$ cat src/rtl/scarv_cop_pkg.sv
// Shared constants and types for the COP register-file write-port controller.
package scarv_cop_pkg;

  localparam int unsigned CPRS_NREGS = 16;
  localparam int unsigned CPRS_AW    = 4;
  localparam int unsigned CPRS_DW    = 32;
  localparam int unsigned CPRS_BW    = CPRS_DW / 8;

  // One register-file write: byte-lane enables, destination, data.
  typedef struct packed {
    logic [CPRS_BW-1:0] wen;
    logic [CPRS_AW-1:0] addr;
    logic [CPRS_DW-1:0] wdata;
  } cprs_wr_t;

  // Write-controller sequencing states.
  typedef enum logic [1:0] {
    WCTL_IDLE = 2'd0,
    WCTL_INIT = 2'd1,
    WCTL_DONE = 2'd2
  } wctl_state_t;

endpackage

$ cat src/rtl/scarv_cop_rr_arb.sv
// Combinational round-robin arbiter: grants the first asserted request
// found searching from ptr upwards, wrapping modulo N. The pointer is
// owned by the instantiating block.
module scarv_cop_rr_arb #(
  parameter int unsigned N  = 3,
  parameter int unsigned PW = (N > 1) ? $clog2(N) : 1
) (
  input  logic [N-1:0]  req,
  input  logic [PW-1:0] ptr,
  output logic [N-1:0]  gnt,
  output logic [PW-1:0] gnt_idx
);

  // Priority search starting at ptr; first hit wins.
  always_comb begin
    logic        found;
    int unsigned pos;
    gnt     = '0;
    gnt_idx = '0;
    found   = 1'b0;
    pos     = 0;
    for (int unsigned off = 0; off < N; off++) begin
      pos = (32'(ptr) + off) % N;
      if (!found && req[pos]) begin
        found    = 1'b1;
        gnt[pos] = 1'b1;
        gnt_idx  = PW'(pos);
      end
    end
  end

endmodule

$ cat src/rtl/scarv_cop_cprs_wctl.sv
// Write-port controller for the COP GPR file: round-robin arbitration of
// writeback sources onto one registered write port, plus xc.init sequencing
// that clears every register one per cycle.
module scarv_cop_cprs_wctl
  import scarv_cop_pkg::*;
#(
  parameter int unsigned NREQ  = 3,
  parameter int unsigned NREGS = CPRS_NREGS,
  parameter int unsigned AW    = CPRS_AW,
  parameter int unsigned DW    = CPRS_DW
) (
  input  logic                   g_clk,
  input  logic                   g_reset,
  output logic                   g_clk_req,
  input  logic                   init_req,
  output logic                   init_done,
  input  logic [NREQ-1:0]        req_valid,
  output logic [NREQ-1:0]        req_ready,
  input  logic [NREQ*(DW/8)-1:0] req_wen,
  input  logic [NREQ*AW-1:0]     req_addr,
  input  logic [NREQ*DW-1:0]     req_wdata,
  output logic [DW/8-1:0]        crd_wen,
  output logic [AW-1:0]          crd_addr,
  output logic [DW-1:0]          crd_wdata
);

  localparam int unsigned BW = DW / 8;
  localparam int unsigned PW = (NREQ > 1) ? $clog2(NREQ) : 1;

  wctl_state_t     state_q, state_d;
  logic [AW-1:0]   cnt_q, cnt_d;
  logic [PW-1:0]   rr_ptr_q, rr_ptr_d;
  logic            init_done_q, init_done_d;
  cprs_wr_t        crd_q, crd_d;

  logic [NREQ-1:0] arb_gnt;
  logic [PW-1:0]   arb_idx;
  logic            grant_en;
  logic            xfer;
  cprs_wr_t        sel_wr;

  scarv_cop_rr_arb #(
    .N  (NREQ),
    .PW (PW)
  ) u_arb (
    .req     (req_valid),
    .ptr     (rr_ptr_q),
    .gnt     (arb_gnt),
    .gnt_idx (arb_idx)
  );

  // Grants only in IDLE without a pending init, and never during reset.
  always_comb begin
    grant_en  = (state_q == WCTL_IDLE) && !init_req && !g_reset;
    req_ready = grant_en ? arb_gnt : '0;
    xfer      = |req_ready;
  end

  // One-hot payload mux for the granted requester.
  always_comb begin
    sel_wr = '0;
    for (int unsigned i = 0; i < NREQ; i++) begin
      if (arb_gnt[i]) begin
        sel_wr.wen   = req_wen[i*BW +: BW];
        sel_wr.addr  = req_addr[i*AW +: AW];
        sel_wr.wdata = req_wdata[i*DW +: DW];
      end
    end
  end

  // Next-state, counter, pointer and write-port payload.
  always_comb begin
    state_d     = state_q;
    cnt_d       = cnt_q;
    rr_ptr_d    = rr_ptr_q;
    init_done_d = init_done_q;
    crd_d       = '0;
    unique case (state_q)
      WCTL_IDLE: begin
        if (init_req) begin
          state_d = WCTL_INIT;
          cnt_d   = '0;
        end else if (xfer) begin
          crd_d    = sel_wr;
          rr_ptr_d = (arb_idx == PW'(NREQ - 1)) ? '0 : arb_idx + PW'(1);
        end
      end
      WCTL_INIT: begin
        if (!init_req) begin
          // Abort: nothing issued on this edge, counter restarts next time.
          state_d = WCTL_IDLE;
          cnt_d   = '0;
        end else begin
          crd_d.wen   = '1;
          crd_d.addr  = cnt_q;
          crd_d.wdata = '0;
          if (cnt_q == AW'(NREGS - 1)) begin
            state_d = WCTL_DONE;
            cnt_d   = '0;
          end else begin
            cnt_d = cnt_q + AW'(1);
          end
        end
      end
      WCTL_DONE: begin
        if (!init_req) begin
          state_d     = WCTL_IDLE;
          init_done_d = 1'b0;
        end else begin
          // Set one cycle after entry so the final clear has committed.
          init_done_d = 1'b1;
        end
      end
      default: begin
        state_d = WCTL_IDLE;
      end
    endcase
  end

  // State and registered write port, asynchronously reset.
  always_ff @(posedge g_clk or posedge g_reset) begin
    if (g_reset) begin
      state_q     <= WCTL_IDLE;
      cnt_q       <= '0;
      rr_ptr_q    <= '0;
      init_done_q <= 1'b0;
      crd_q       <= '0;
    end else begin
      state_q     <= state_d;
      cnt_q       <= cnt_d;
      rr_ptr_q    <= rr_ptr_d;
      init_done_q <= init_done_d;
      crd_q       <= crd_d;
    end
  end

  // Output drive and clock request.
  always_comb begin
    crd_wen   = crd_q.wen;
    crd_addr  = crd_q.addr;
    crd_wdata = crd_q.wdata;
    init_done = init_done_q;
    g_clk_req = (|req_valid) | init_req | (state_q != WCTL_IDLE) | (|crd_q.wen);
  end

  // Requesters must hold valid and payload until accepted.
  for (genvar gi = 0; gi < NREQ; gi++) begin : g_hold_chk
    a_hold : assert property (@(posedge g_clk) disable iff (g_reset)
      (req_valid[gi] && !req_ready[gi]) |=>
        (req_valid[gi] &&
         $stable(req_wen[gi*BW +: BW]) &&
         $stable(req_addr[gi*AW +: AW]) &&
         $stable(req_wdata[gi*DW +: DW])));
  end

endmodule

$ cat config.mk
export PLATFORM = sky130hd
export DESIGN_NAME = scarv_cop_cprs_wctl
export DESIGN_NICKNAME = d
export VERILOG_FILES = /design/src/rtl/scarv_cop_pkg.sv /design/src/rtl/scarv_cop_rr_arb.sv /design/src/rtl/scarv_cop_cprs_wctl.sv
export SDC_FILE = /design/constraint.sdc
export NUM_CORES = 1
export LEC_CHECK = 0
export ABC_CLOCK_PERIOD_IN_PS = 4250
export CAP_MARGIN = 20
export CORE_MARGIN = 1.5
export CORE_UTILIZATION = 40
export DETAILED_ROUTE_END_ITERATION = 8
export PLACE_DENSITY = 0.86
export SKIP_LAST_GASP = 1
export SYNTH_ARGS = -nofsm -noshare
export SYNTH_HDL_FRONTEND = slang
export SYNTH_HIERARCHICAL = 1
export SYNTH_SLANG_ARGS = --single-unit
$ cat constraint.sdc
create_clock -name g_clk -period 4.25 [get_ports g_clk]
set_input_delay 0.6375 -clock g_clk [delete_from_list [all_inputs] [get_ports g_clk]]
set_output_delay 0.6375 -clock g_clk [all_outputs]
set_load 0.02 [all_outputs]
After elaboration in Yosys (flattened, before gate mapping)
Index checks and enable logic that the tools add are counted.
{"block": "classes", "add_sub_neg": 4, "div_mod_pow": 3, "order_cmp": 6, "n_eq_ne": 7, "muxes": 39, "bitwise": 6, "reduce_logical": 20}
{"cell": "$mux W40", "n": 6}
{"cell": "$ge A32 B1 Y1 const B", "n": 3}
{"cell": "$lt A32 B3 Y1 const B", "n": 3}
{"cell": "$pmux W40 S2", "n": 1}
{"cell": "$mod A32 B2 Y32 const B", "n": 2}
{"cell": "$mod A2 B2 Y32 const B", "n": 1}
{"cell": "$mux W2", "n": 8}
{"cell": "$mux W3", "n": 4}
{"cell": "$mux W4", "n": 3}
{"cell": "$mux W1", "n": 9}
{"cell": "$pmux W4 S2", "n": 1}
{"cell": "$logic_and A1 B1 Y1", "n": 7}
{"cell": "$bmux W1 S2", "n": 3}
{"cell": "$demux W1 S2", "n": 3}
{"cell": "$or A3 B3 Y3", "n": 2}
{"cell": "$pmux W2 S3", "n": 1}
{"cell": "$reduce_and A3 Y1", "n": 2}
{"cell": "$reduce_or A3 Y1", "n": 2}
{"cell": "$add A4 B1 Y4 const B", "n": 1}
{"cell": "$eq A2 B2 Y1 const B", "n": 2}
{"cell": "$eq A4 B4 Y1 const B", "n": 1}
{"cell": "$logic_not A1 Y1", "n": 4}
{"cell": "$ne A2 B2 Y1 const B", "n": 2}
{"cell": "$reduce_bool A2 Y1", "n": 2}
{"cell": "other kinds (10)", "n": 12}
{"block": "totals", "register_bits": 49, "input_bits": 126, "out_inout_bits": 45}

Depth between registers and ports, before layout
Gate-level depths: netlist (run 1).
{"block": "logic_depth", "word_depth": 16, "depth_mapped": 12, "mapped_depth_nobuf": 9}

Modules after synthesis
The synthesis (run 1) kept the hierarchy.
{"module": "scarv_cop_cprs_wctl", "instances": 1, "cells_each": 234, "area_each_um2": 2437.3, "seq_area_each_um2": 1226.2}
{"module": "scarv_cop_rr_arb", "instances": 1, "cells_each": 52, "area_each_um2": 332.8, "seq_area_each_um2": 0.0}

Least setup slack after synthesis (run 1)
OpenSTA, ideal clock, no wires.
{"block": "synth_timing", "path_type": "reg2out", "startpoint": "register rr_ptr_q[0]", "endpoint": "output port req_ready[1]", "arrival_ns": 2.231, "required_time_ns": 3.612, "setup_slack_ns": 1.381, "stages_incl_launch_ff": 11, "n_path_buf": 3, "cell_sequence": "dfrtp_1 > inv_1 > ha_1 > buf_6 > or3b_1 > nor2_1 > o21ai_0 > a21oi_1 > buf_2 > clkbuf_1 > and2_1"}
{"block": "synth_via", "elab_chain_len": 11, "elab_cells_between_ends": 38}
{"item": "start: declaration", "line_no": "scarv_cop_cprs_wctl.sv:32", "source": "logic [PW-1:0] rr_ptr_q, rr_ptr_d;"}
{"item": "start signal: assignment", "line_no": "scarv_cop_cprs_wctl.sv:131", "source": "rr_ptr_q <= rr_ptr_d;"}
{"item": "$add A2 B1 Y3 or $mod A2 B2 Y32 (tied branches)", "line_no": "scarv_cop_rr_arb.sv:23", "source": "pos = (32'(ptr) + off) % N;"}
{"item": "$mod A32 B2 Y32 (tied with other cells)", "line_no": "scarv_cop_rr_arb.sv:23"}
{"item": "$ge A32 B1 Y1 (not written as such) (tied with other cells)", "line_no": "scarv_cop_rr_arb.sv:26", "source": "gnt[pos] = 1'b1;"}
{"item": "$logic_and A1 B1 Y1 (not written as such) (tied with other cells)", "line_no": "scarv_cop_rr_arb.sv:26"}
{"item": "$mux W1 (not written as such) (tied with other cells)", "line_no": "scarv_cop_rr_arb.sv:26"}
{"item": "$demux W1 S2 (tied with other cells)"}
{"item": "$or A3 B3 Y3 (no line) or $mux W1 (tied branches)"}
{"item": "$mux W3 or $logic_not A1 Y1 (tied branches)", "line_no": "scarv_cop_rr_arb.sv:24", "source": "if (!found && req[pos]) begin"}
{"item": "$or A3 B3 Y3 (no line) or $logic_and A1 B1 Y1 (tied branches)"}
{"item": "$mux W3 (*)", "line_no": "scarv_cop_rr_arb.sv:24"}
{"item": "named net arb_gnt[1]", "line_no": "scarv_cop_cprs_wctl.sv:36", "source": "logic [NREQ-1:0] arb_gnt;"}
{"item": "$mux W3 (*)", "line_no": "scarv_cop_cprs_wctl.sv:55", "source": "req_ready = grant_en ? arb_gnt : '0;"}
{"item": "end: declaration", "line_no": "scarv_cop_cprs_wctl.sv:18", "source": "output logic [NREQ-1:0] req_ready,"}
Mark *: on every way through the listed nets, which the timed path passes. The rest lies on a longest branch. The select of a mux whose other input is x is not followed.

Final worst setup path (run 1)
Same ends and word-level chain as after synthesis.

==> reports/summary.txt, run 1 <==
WL/cell: 16.7 um
Synth Cell Area: 2770 um2
CTS tree: built
TNS Setup: 0 ns
Max clock buf depth: 2
Cell count after synthesis: 286
Unrepaired setup endpoints after global routing: no
Max IR drop VDD: 0.264 mV
Net switching power: 1150 uW
Leak: 0.00182 uW
Hold wc startpoint: init_done
Initial Util: 0.410
Share of cells above drive strength 1: 0.0564
# DRC: 0
Yosys cell types: 39
Pwr dens: 565 nW/um2
Commonest non-fill, non-tap cells in the layout: clkdlybuf4s50_1, dfrtp_1, nor2b_1, a221oi_1, nor3_1
Antenna viol nets, final: 0
Final Cycle Share: 0.894
Sw Share: 0.439
Crit Path Category: reg2out
Num CTS Buffers: 5
Post-synthesis sequential area ratio: 0.443
Global Route Usage Sum: 0.231
DP Worst Slack: 0.472 ns
Drt pass-1 iters: 4
Clock share of power: 0.107
Synthesis-to-layout area growth: 67.0%
Startpoint Class: flip-flop
Critical path required time: 3.61 ns
Die area: 7430 um2
Starting DRC count in detailed routing: 116
Area of the multi-input gates: 1420 um2
Clk sinks: 49
Root Driver: clkbuf_8
Setup ws final: 0.452 ns
DR vias: 2919
Initial antenna violation count: 0
Routability cong.: 0.863
Core Area: 6760 um2
Filler instances: 544
Post-CTS Setup Inserts: 0
Hold buffers post-CTS: 0
Reg2reg setup slack: 0.89 ns
# IOs: 171
Commonest non-fill, non-tap cell in the layout: clkdlybuf4s50_1
Int Power: 1470 uW
Setup violators final: 0
Async set-reset flop share out of synthesis: 1.00
R2R Path Start: rr_ptr_q[0]
Number of synthesized flops with an enable pin: 0
Rel. slew slack: 0.539
Crit path max fanout: 10
Flop pwr share: 0.229
FF+latch area: 1230 um2
Layout Nets: 574
Synth Warn #: 6
CP Capture Type: primary output
Skew final: 0.00972 ns
Vias per std cell: 5.58
Logic pwr share: 0.664
Run status: finished clean
Area leader, netlist: dfrtp_1
Port buffer count: 170
Horiz. Die Dim: 86.2 um
Vias in the first global route: 2758
Routed WL: 8710 um
Worst hold-check path type: reg2reg
Clock latency on the worst-skew pair: 0.30 ns
FF+latch count, synth: 49
Post-DP HPWL: 6480 um
Critical Path AT: 3.16 ns
Die Span Y: 86.2 um
Worst Hold Path Cells: 1
Hold Path Sink: init_done
Worst Tran Pin Value: 0.691 ns
Synth top area share: 0.443
Post-Synthesis Net Count: 417
Largest net degree at the start of global routing: 82
Ant diodes: 0
Global-route wire length before repair: 13400 um
RR Endpoint: crd_wdata[16]
Synth top area cells: dfrtp_1, a221oi_1, nor2b_1, nor3_1, clkbuf_1
Clock transition at path regs: 0.08 ns
H-tree depth: 2
Syn Area/Cell: 9.69 um2
Row cnt: 30
Top_reg_cell synth: dfrtp_1
Post-cts sizing count: 0
Max-cap violations: 0
Final Hold Viols: 0
Fin. max-slew vios: 0
Max Fclk: 0.263 GHz
Worst reg2reg path depth: 10
Period minus WS final: 3.80 ns
Grt ovf: 0
-- power by group through the flow --
| stage | Combinational (uW) | Sequential, uW | Clock (uW) |
|---|---|---|---|
| 3_5_place_dp | 1740 | 609 | 0 |
| 6_report | 1730 | 599 | 280 |
| 2_1_floorplan | 1100 | 707 | 0 |
| 4_1_cts | 1750 | 600 | 291 |
| 3_3_place_gp | 1690 | 606 | 0 |
| 5_1_grt | 1910 | 608 | 313 |
-- state kept, by name (all words and copies together), names as in the netlist --
register	count
rr_ptr_q	2
init_done	1
crd_wdata	32
cnt_q	4
state_q	2
crd_wen	4
crd_addr	4
-- per-layer routing --
metal	global-route usage	up-vias	wire [um]
met5	0	-	0
met4	0.0821	0	196
met3	0.0571	18	552
met2	0.389	127	4550
met1	0.291	1392	3410
li1	-	1382	-
-- cell type report --
cell class / instances / share of cell area
timing repair buffer: 176 / 0.380
multi-input combinational: 202 / 0.306
sequential: 49 / 0.265
tap: 80 / 0.0216
clock buffer: 6 / 0.0178
inverter: 9 / 0.00730
clock inverter: 1 / 0.00162
-- cells in the mapped netlist, types with 2 or more instances --
cell and instances:
nor2_1 7, dfrtp_1 49, mux2i_1 3, and2_1 3, and2b_1 2, nand3_1 3, a31oi_1 3, nand2b_1 2
a21boi_0 2, nor3_1 34, nor2b_1 43, a21oi_1 4, mux2_2 4, a221oi_1 42, o22ai_1 3, nand2_1 11
inv_1 9, buf_6 2, o21ai_0 9, o31ai_1 7, ha_1 5, buf_2 4, clkbuf_1 19
-- cell families after synthesis --
kind of cell / synth area share
AOI/OAI and AO/OA: 0.219
muxes: 0.0271
DFF: 0.443
and+or+nand+nor: 0.233
buffers and inverters: 0.0560
adders and majority gates: 0.0226
-- worst max-delay path: stages (launching register included) --
cell and delay [ns]:
dfrtp_1 0.40, inv_1 0.08, ha_1 0.43, or3b_1 0.45, nor2_1 0.11, o21ai_0 0.17, a21oi_4 0.44, and2_1 0.19
clkdlybuf4s50_1 0.60
-- through the flow --
step                      power, uW  utilization  hold WS, ns  std cells  cell area, um2
after global routing           2830        0.685        0.547        523            4630
after detailed placement       2350        0.669        0.505        515            4520
final                          2610        0.685        0.521        523            4630
after CTS                      2640        0.682        0.520        522            4610
after global placement         2300        0.669        0.494        515            4520
after floorplan                1800            -        0.492        286            2770
-- worst max path at each step --
stage | cells past startpoint | startpoint | end | slack (ns)
after detailed placement | 7 | req_valid[2] | req_ready[1] | 0.47
after floorplan | 10 | rr_ptr_q[0] | req_ready[1] | 1.38
after CTS | 8 | rr_ptr_q[0] | req_ready[1] | 0.45
final | 8 | rr_ptr_q[0] | req_ready[1] | 0.45
after global routing | 8 | rr_ptr_q[0] | req_ready[1] | 0.29
after global placement | 7 | req_valid[2] | req_ready[1] | 0.58
Note: power is estimated with default switching activity, not from simulation.
==> run 2, diff against run 1 <==
--- a/config.mk
+++ b/config.mk
@@ -8,3 +8,2 @@
 export ABC_CLOCK_PERIOD_IN_PS = 4250
-export CAP_MARGIN = 20
 export CORE_MARGIN = 1.5
--- a/constraint.sdc
+++ b/constraint.sdc
@@ -3,2 +3,2 @@
 set_output_delay 0.6375 -clock g_clk [all_outputs]
-set_load 0.02 [all_outputs]
+set_load 0.1 [all_outputs]
==> run 2 against run 1 <==
  * Sequential share of layout area stayed put
  * Utilization stayed put
  * Sequential power hardly changed
  * Cell count is 0.19% lower
  * Via count is 1.8% lower
  * Clock skew is 0.0047 ns lower
  * Non-clock buffer count is 2 lower
  * Maximum frequency is 8.6% higher
  * Critical path depth stayed put
  * Count of clock-buffer cells in the layout is 1 lower
  * Largest cell class unchanged
==> reports/summary.txt, run 2 (synthesis gave the netlist of run 1 again) <==
Slowest Stage Delay on Critical Path: 0.51 ns (was 0.60 ns)
Worst Hold Path Cells: 1 (unchanged)
Hold buffers post-CTS: 0 (unchanged)
Root Driver: clkbuf_8 (unchanged)
Post-layout util: 0.685 (unchanged)
Max Fclk: 0.286 GHz (was 0.263 GHz)
Crit-path cells: inv_1 -> ha_1 -> or3b_1 -> nor2_1 -> o21ai_0 -> a21oi_4 -> and2_1 -> buf_12 (was inv_1 -> ha_1 -> or3b_1 -> nor2_1 -> o21ai_0 -> a21oi_4 -> and2_1 -> clkdlybuf4s50_1)
DR vias: 2865 (was 2919)
RR Endpoint: crd_wdata[27] (was crd_wdata[16])
Crit path max fanout: 15 (was 10)
Startpoint Class: flip-flop (unchanged)
# IOs: 171 (unchanged)
Clock transition at path regs: 0.10 ns (was 0.08 ns)
# DRC: 0 (unchanged)
Num CTS Buffers: 5 (unchanged)
Worst hold-check path type: reg2reg (unchanged)
Largest net degree at the start of global routing: 67 (was 82)
Layout Nets: 572 (was 574)
Post-DP HPWL: 6480 um (about the same)
Ant diodes: 0 (unchanged)
Crit Path Category: reg2out (unchanged)
Filler instances: 524 (was 544)
Vias per std cell: 5.49 (was 5.58)
Commonest non-fill, non-tap cells in the layout: clkdlybuf4s50_1, dfrtp_1, nor2b_1, a221oi_1, nor3_1 (unchanged)
R2R Path Start: rr_ptr_q[0] (unchanged)
Antenna viol nets, final: 0 (unchanged)
Vias in the first global route: 2893 (was 2758)
Post-CTS Setup Inserts: 0 (unchanged)
Period minus WS final: 3.50 ns (was 3.80 ns)
Die Span Y: 86.2 um (unchanged)
Final Hold Viols: 0 (unchanged)
Routability cong.: 0.873 (was 0.863)
Worst reg2reg path depth: 10 (unchanged)
Hold Path Sink: init_done (unchanged)
Worst Tran Pin Value: 1.03 ns (was 0.691 ns)
H-tree depth: 2 (unchanged)
Unrepaired setup endpoints after global routing: no (unchanged)
Reg2reg setup slack: 0.98 ns (was 0.89 ns)
Setup violators final: 0 (unchanged)
Final Cycle Share: 0.823 (was 0.894)
Hold wc startpoint: init_done (unchanged)
Die area: 7430 um2 (unchanged)
Horiz. Die Dim: 86.2 um (unchanged)
Synthesis-to-layout area growth: 67.0% (unchanged)
Run status: finished clean (unchanged)
Max clock buf depth: 2 (unchanged)
WL/cell: 16.7 um (about the same)
Max IR drop VDD: 0.426 mV (was 0.264 mV)
Clk sinks: 49 (unchanged)
Port buffer count: 170 (unchanged)
Starting DRC count in detailed routing: 81 (was 116)
Initial Util: 0.410 (unchanged)
Share of cells above drive strength 1: 0.0633 (was 0.0564)
Core Area: 6760 um2 (unchanged)
Drt pass-1 iters: 4 (unchanged)
Rel. slew slack: 0.309 (was 0.539)
Critical path required time: 3.61 ns (about the same)
Max-cap violations: 0 (unchanged)
Post-cts sizing count: 0 (unchanged)
Max FFs per register: 32 (unchanged)
Pwr dens: 681 nW/um2 (was 565 nW/um2)
Clock latency on the worst-skew pair: 0.30 ns (about the same)
Critical Path AT: 2.86 ns (was 3.16 ns)
Fin. max-slew vios: 0 (unchanged)
CP Capture Type: primary output (unchanged)
Row cnt: 30 (unchanged)
CTS tree: built (unchanged)
Initial antenna violation count: 0 (unchanged)
Global-route wire length before repair: 13500 um (was 13400 um)
Global Route Usage Sum: 0.228 (was 0.231)
Slowest CP cell: a21oi_4 (was clkdlybuf4s50_1)
Leak: 0.00183 uW (was 0.00182 uW)
Routed WL: 8700 um (was 8710 um)
Commonest non-fill, non-tap cell in the layout: clkdlybuf4s50_1 (unchanged)
TNS Setup: 0 ns (unchanged)
Skew final: 0.00506 ns (was 0.00972 ns)
Grt ovf: 0 (unchanged)
## run 2: cell count changes in the layout (fill, tap and decap cells not counted), sizes merged
cell           change
buf                +2
clkdlybuf4s50      -4
clkbuf             -1
inv                +1
clkinv             +1
## run 2: final cells by class
type	count	area, um2	share of cell area
multi-input cells	202	1420	0.306
inverters	9	33.8	0.00730
well taps	80	100	0.0216
clock buffers	5	68.8	0.0149
clock inverters	3	21.3	0.00460
flip-flops and latches	49	1230	0.265
repair buffers	174	1760	0.380
## run 2: per-stage QoR
stage                     hold slack (ns)  instance area [um2]  setup WS, ns  cells  power (uW)
after global routing                0.548                 4630         0.526    522        3340
final                               0.513                 4630         0.753    522        3150
after floorplan                     0.492                 2770         0.856    286        2320
after detailed placement            0.497                 4540         0.745    514        2880
after CTS                           0.519                 4630         0.753    522        3170
after global placement              0.490                 4540         0.838    514        2830
## run 2: how the worst max path moves through the flow
stage | start | to | slack (ns) | cells past startpoint
CTS | rr_ptr_q[0] | req_ready[1] | 0.75 | 8
global placement | req_valid[2] | req_ready[1] | 0.84 | 7
global route | rr_ptr_q[0] | req_ready[1] | 0.53 | 8
floorplan | rr_ptr_q[0] | req_ready[1] | 0.86 | 10
detailed placement | req_valid[2] | crd_wdata[27] | 0.75 | 9
finish | rr_ptr_q[0] | req_ready[1] | 0.75 | 8
## run 2: per-layer routing
metal | vias to the layer above | wire [um] | global-route usage | part of all wire
li1 | 1377 | - | - | -
met1 | 1341 | 3450 | 0.276 | 0.40
met2 | 127 | 4420 | 0.406 | 0.51
met3 | 20 | 590 | 0.0429 | 0.068
met4 | 0 | 244 | 0.0836 | 0.028
met5 | - | 0 | 0 | 0
## run 2: where the power goes
part / switching (uW) / internal [uW] / total, uW
clock network: 163 / 117 / 280
logic: 1490 / 781 / 2270
registers: 42.6 / 557 / 600
total: 1700 / 1460 / 3150
## run 2: critical path, delay by kind of cell, from the launching register on
family | cells | cell delay [ns]
and+or+nand+nor | 3 | 0.79
DFF | 1 | 0.41
adders and majority gates | 1 | 0.43
buffers and inverters | 2 | 0.26
AOI/OAI and AO/OA | 2 | 0.68
